$ cat config.mk
export PLATFORM = sky130hd
export DESIGN_NAME = aes_ctr_stream_rx
export DESIGN_NICKNAME = d
export VERILOG_FILES = /design/src/rtl/aes_ctr_stream_rx.sv
export SDC_FILE = /design/constraint.sdc
export NUM_CORES = 1
export LEC_CHECK = 0
export CAP_MARGIN = 20
export CORE_AREA = 4 4 251 253
export DETAILED_ROUTE_END_ITERATION = 10
export DIE_AREA = 0 0 255 257
export GPL_TIMING_DRIVEN = 0
export HOLD_SLACK_MARGIN = 0.03
export PLACE_DENSITY = 0.63
export REMOVE_ABC_BUFFERS = 1
export SLEW_MARGIN = 20
export SYNTH_ARGS = -nofsm -noshare
export SYNTH_HDL_FRONTEND = slang
export SYNTH_SLANG_ARGS = --single-unit
export TNS_END_PERCENT = 10
$ cat constraint.sdc
create_clock -name clk_g -period 1.7 [get_ports clk_g]
set_input_delay 0.17 -clock clk_g [delete_from_list [all_inputs] [get_ports clk_g]]
set_output_delay 0.17 -clock clk_g [all_outputs]
set_load 0.02 [all_outputs]
$ cat src/rtl/aes_ctr_stream_rx.sv
// Receive-side AES-CTR front end: builds {nonce,ctr} counter blocks, prefetches one
// keystream block from the AES core, and XORs it with each accepted ciphertext block.
module aes_ctr_stream_rx #(
    parameter int CTR_W       = 32,
    parameter int TIMEOUT_CYC = 256
) (
    input  logic                 clk_g,
    input  logic                 rst_n,
    input  logic                 cfg_load_i,
    input  logic [127-CTR_W:0]   cfg_nonce_i,
    input  logic [CTR_W-1:0]     cfg_ctr_i,
    input  logic                 ct_valid_i,
    output logic                 ct_ready_o,
    input  logic [127:0]         ct_data_i,
    input  logic                 ct_last_i,
    output logic                 pt_valid_o,
    input  logic                 pt_ready_i,
    output logic [127:0]         pt_data_o,
    output logic                 pt_last_o,
    output logic                 core_req_o,
    output logic [127:0]         core_ctr_o,
    input  logic                 core_done_i,
    input  logic [127:0]         core_ks_i,
    output logic                 busy_o,
    output logic                 err_o,
    output logic [1:0]           err_code_o,
    output logic [2:0]           dbg_state_o
);

    localparam int TMO_W = $clog2(TIMEOUT_CYC + 1);

    typedef enum logic [2:0] {
        ST_UNCFG   = 3'd0,
        ST_START   = 3'd1,
        ST_GEN     = 3'd2,
        ST_HAVE_KS = 3'd3,
        ST_OUT     = 3'd4,
        ST_ERR     = 3'd5
    } state_t;

    state_t               state_q;
    logic [127-CTR_W:0]   nonce_q;
    logic [CTR_W-1:0]     ctr_q;
    logic [127:0]         ks_q;
    logic                 wrap_q;
    logic [TMO_W-1:0]     tmo_q;

    // Both streams transfer on a rising clk_g edge where valid & ready are high; a
    // source holds valid and payload stable until that edge, ready never waits on valid.
    assign ct_ready_o  = (state_q == ST_HAVE_KS);
    assign core_req_o  = (state_q == ST_GEN);
    assign busy_o      = (state_q == ST_START) || (state_q == ST_GEN) ||
                         (state_q == ST_HAVE_KS) || (state_q == ST_OUT);
    assign err_o       = (state_q == ST_ERR);
    assign core_ctr_o  = {nonce_q, ctr_q};
    assign dbg_state_o = state_q;

    always_ff @(posedge clk_g or negedge rst_n) begin
        if (!rst_n) begin
            state_q    <= ST_UNCFG;
            nonce_q    <= '0;
            ctr_q      <= '0;
            ks_q       <= '0;
            wrap_q     <= 1'b0;
            tmo_q      <= '0;
            err_code_o <= 2'b00;
            pt_valid_o <= 1'b0;
            pt_data_o  <= '0;
            pt_last_o  <= 1'b0;
        end else if (cfg_load_i) begin
            // A reload aborts everything, including a core result still in flight.
            nonce_q    <= cfg_nonce_i;
            ctr_q      <= cfg_ctr_i;
            wrap_q     <= 1'b0;
            tmo_q      <= '0;
            err_code_o <= 2'b00;
            pt_valid_o <= 1'b0;
            state_q    <= ST_START;
        end else begin
            case (state_q)
                ST_START: state_q <= ST_GEN;
                ST_GEN: begin
                    if (core_done_i) begin
                        ks_q    <= core_ks_i;
                        ctr_q   <= ctr_q + CTR_W'(1);
                        wrap_q  <= wrap_q | (&ctr_q);
                        tmo_q   <= '0;
                        state_q <= ST_HAVE_KS;
                    end else if (tmo_q == TMO_W'(TIMEOUT_CYC - 1)) begin
                        tmo_q      <= '0;
                        err_code_o <= 2'b01;
                        state_q    <= ST_ERR;
                    end else begin
                        tmo_q <= tmo_q + TMO_W'(1);
                    end
                end
                ST_HAVE_KS: begin
                    if (ct_valid_i) begin
                        pt_data_o  <= ct_data_i ^ ks_q;
                        pt_last_o  <= ct_last_i;
                        pt_valid_o <= 1'b1;
                        state_q    <= ST_OUT;
                    end
                end
                ST_OUT: begin
                    if (pt_ready_i) begin
                        pt_valid_o <= 1'b0;
                        if (pt_last_o) begin
                            state_q <= ST_UNCFG;
                        end else if (wrap_q) begin
                            // The next counter value would repeat keystream.
                            err_code_o <= 2'b10;
                            state_q    <= ST_ERR;
                        end else begin
                            state_q <= ST_GEN;
                        end
                    end
                end
                ST_ERR:   state_q <= ST_ERR;
                default:  state_q <= ST_UNCFG;
            endcase
        end
    end

endmodule

==> impl_results.md <==
* Worst path max stage delay at approximately 0.43 ns
* Post-DP HPWL at ~40,000 um
* Fillers at about 5,600
* Worst path bufs/invs at 4
* Fmax at 504 MHz
* Final setup fails at ~250
* Antenna Nets Post-Route at 0
* Skew final at between 0.02 and 0.025 ns
* Routability-driven placement congestion ratio at between 0.8 and 0.9
* Crit-path most repeated cell: buf_6
* Ports at around 660
* Num CTS Buffers at 47
* Syn avg cell area at 12.8 um2
* Crit-path cells: buf_6 > nor4b_4 > buf_6 > nand2_8 > buf_12 > buf_16 > mux2_4
* Drt pass-1 iters at 5
* Lkg Pwr at between 10 and 15 nW
* Yosys top cell area share at between 50% and 60%
* Largest net degree at the start of global routing at 93
* Startpoint types: flip-flop
* Max H-tree Level at 2
* Die area at 65,500 um2
* Routed vias at approximately 13,000
* Die Ht at between 200 and 300 um
* Seq cells post-synth at between 400 and 500
* Max-slew violations at 0
* Largest delay share family, worst path: buffers and inverters
* DR vias/cell at around 4.6
* CTS Root Cell: clkbuf_16
* Commonest cells post-synth: 401 x dfrtp_1, 162 x mux2_2, 154 x nor2_1, 138 x xnor2_1, 132 x a21oi_1
* Slew @ Worst Pin at about 0.62 ns
* Storage cell area at ~10,000 um2
* Nets@finish at 2,460
* Tmin final at 1.98 ns
* Max cap viols at 0
* Crit path max fanout at 13
* RSZ-0062 raised after global routing: true
* Crit path DAT at between 2 and 2.5 ns
* Power per standard cell area at approximately 1400 nW/um2
* Worst Setup Slack, final at -0.282 ns
* Worst Setup End Kind: flip-flop
* CP max stage cell: dfrtp_2
* Seq/Total Area, Yosys at approximately three fifths
* Main area contributors after synthesis: dfrtp_1 59%, mux2_2 11%, xnor2_1 7.1%
* Clk sinks at approximately 400
* Worst EP required at between 2 and 2.5 ns
* Slew HR at about 58%
* Post-synthesis cell type count at 49
* Routed WL per cell at ~21 um
* Clk_lat worst skew at between 0.5 and 0.6 ns
* Cells after synthesis at roughly 1,300
* Pre-CTS WS at -1.06 ns
* DRT iter0 DRCs at 695
* Initial antenna violation count at 9
* Total track usage at between 10% and 20%
* Port buffer count at roughly 660
* Worst setup path class: reg -> reg
* Final Total Pwr at a little under 0.04 W
* Area grow syn2layout at 61.5%
* Post-synth EDFFs at 0
* IR drop worst, VDD at between 0.9 and 1 mV
* Multi-input logic area at roughly 7000 um2
* Primary FF master, synth: dfrtp_1
* Initial core utilization at between 20% and 30%
* Total grt overflow at 0
* Cell area after synthesis at approximately 17,000 um2
* Vias in the first global route at ~14,000
* Num rows at between 90 and 100
* Most frequent cell after synthesis: dfrtp_1
* Outcome: finished with violations
* Die width at approximately 260 um
* Area leader, netlist: dfrtp_1
* Max clock buf depth at 3
* DRC at 0
* WHS at between 0.08 and 0.09 ns
* Failing checks: setup timing
* Period Utilization, post-route at 117%
* Core area at ~61,000 um2
* CTS tree: built
* First-pass GRT wire length at between 80,000 and 90,000 um
* Async SR Flop Fraction at 100%
* Share of layout cells above drive strength 1 at between 20% and 30%
* Worst hold path class: in -> reg
* YS warnings at 0
* Clock transition at path regs at around 0.060 ns
* Routed WL at around 61,000 um
* Final hold violations at 0
## stage by stage
step	cell area (um2)	setup TNS [ns]	util, %	cells
3_5_place_dp	24500	-175.47	40.2	2725
4_1_cts	27000	-34.83	44.3	2876
6_report	27400	-37.09	44.9	2899
2_1_floorplan	16600	-1220.97	-	1264
3_3_place_gp	24200	-	39.6	2711
5_1_grt	27400	-56.48	44.9	2899
## sequential cells by signal (all words and copies together), names as in the netlist
name and cells:
ks_q 128, dbg_state_o 3, ctr_q 32, pt_data_o 128
nonce_q 96, tmo_q 9, wrap_q 1, pt_valid_o 1
err_code_o 2, pt_last_o 1
## timing repair
item	CTS	global route
setup buffers	44	11
hold buffers	1	0
gates resized for setup	368	45
endpoints found under the setup margin	568	376
gates cloned	24	4
hold endpoints to repair	76	0
pin swaps	13	9
## area by class of cell
cell class                 count  area share [%]
timing repair buffer         751            29.1
tap                          790            3.61
clock inverter                11           0.388
clock buffer                  72            5.08
inverter                       8           0.110
sequential                   401            36.6
antenna                        8          0.0731
multi-input combinational    858            25.0
## worst paths after layout
path,cells past startpoint,start,slack [ns],to
min in group asynchronous,2,rst_n,0.13,nonce_q[58]$_DFFE_PN0P_
setup reg to reg,7,dbg_state_o[2]$_DFFE_PN0P_,-0.28,ks_q[97]$_DFFE_PN0P_
hold / removal,2,cfg_load_i,0.09,err_code_o[0]$_DFFE_PN0P_
hold reg to reg,1,tmo_q[8]$_DFFE_PN0P_,0.49,tmo_q[8]$_DFFE_PN0P_
setup / recovery,7,dbg_state_o[2]$_DFFE_PN0P_,-0.28,ks_q[97]$_DFFE_PN0P_
max in group asynchronous,4,rst_n,0.27,ks_q[85]$_DFFE_PN0P_
## routing by layer
layer / routed length (um) / global-route usage, % / part of all wire, % / up-vias
met4: 2260 / 7.00 / 3.7 / 0
met3: 3880 / 4.31 / 6.3 / 115
met5: 0 / 0 / 0 / -
met2: 30500 / 30.6 / 50 / 456
li1: - / - / - / 6062
met1: 24600 / 21.6 / 40 / 6653
## worst register-to-register path, stage by stage, from the launching register on
cell and delay, ns:
dfrtp_2 0.43, buf_6 0.14, nor4b_4 0.27, buf_6 0.18
nand2_8 0.16, buf_12 0.24, buf_16 0.14, mux2_4 0.29
## layout by cell type, fill, tap and decap left out, types with 8 or more instances in the layout
cell	count
o21ai_1	18
nor2_2	15
buf_16	29
a21oi_2	15
buf_6	13
xnor2_1	138
clkbuf_16	52
clkbuf_1	14
buf_4	28
inv_1	8
buf_12	15
nor2_1	134
mux2_2	162
a21oi_1	117
clkbuf_8	10
nand3_1	13
dfrtp_1	396
xor2_1	21
nand4_1	16
diode_2	8
o21ai_0	23
mux2_4	67
nand2_1	44
dlygate4sd2_1	260
clkdlybuf4s50_1	387
## report_power, final
part | internal, W | total [W] | switching [W]
registers | 0.0129 | 0.0152 | 0.00227
logic | 0.00726 | 0.0143 | 0.00709
clock network | 0.00579 | 0.00988 | 0.00409
## cells by family (layout without fill, tap and decap cells)
kind of cell	Yosys count	after routing	share of synthesized area [%]
buffers and inverters	70	842	2.34
muxes	232	232	16.9
other	0	8	0
DFF	401	401	59.1
xor gates and xnor gates	159	159	8.21
adders and majority gates	2	2	0.147
and+or+nand+nor	273	276	7.46
AOI/OAI and AO/OA	189	189	5.85
(Power assumes the default switching activity.)
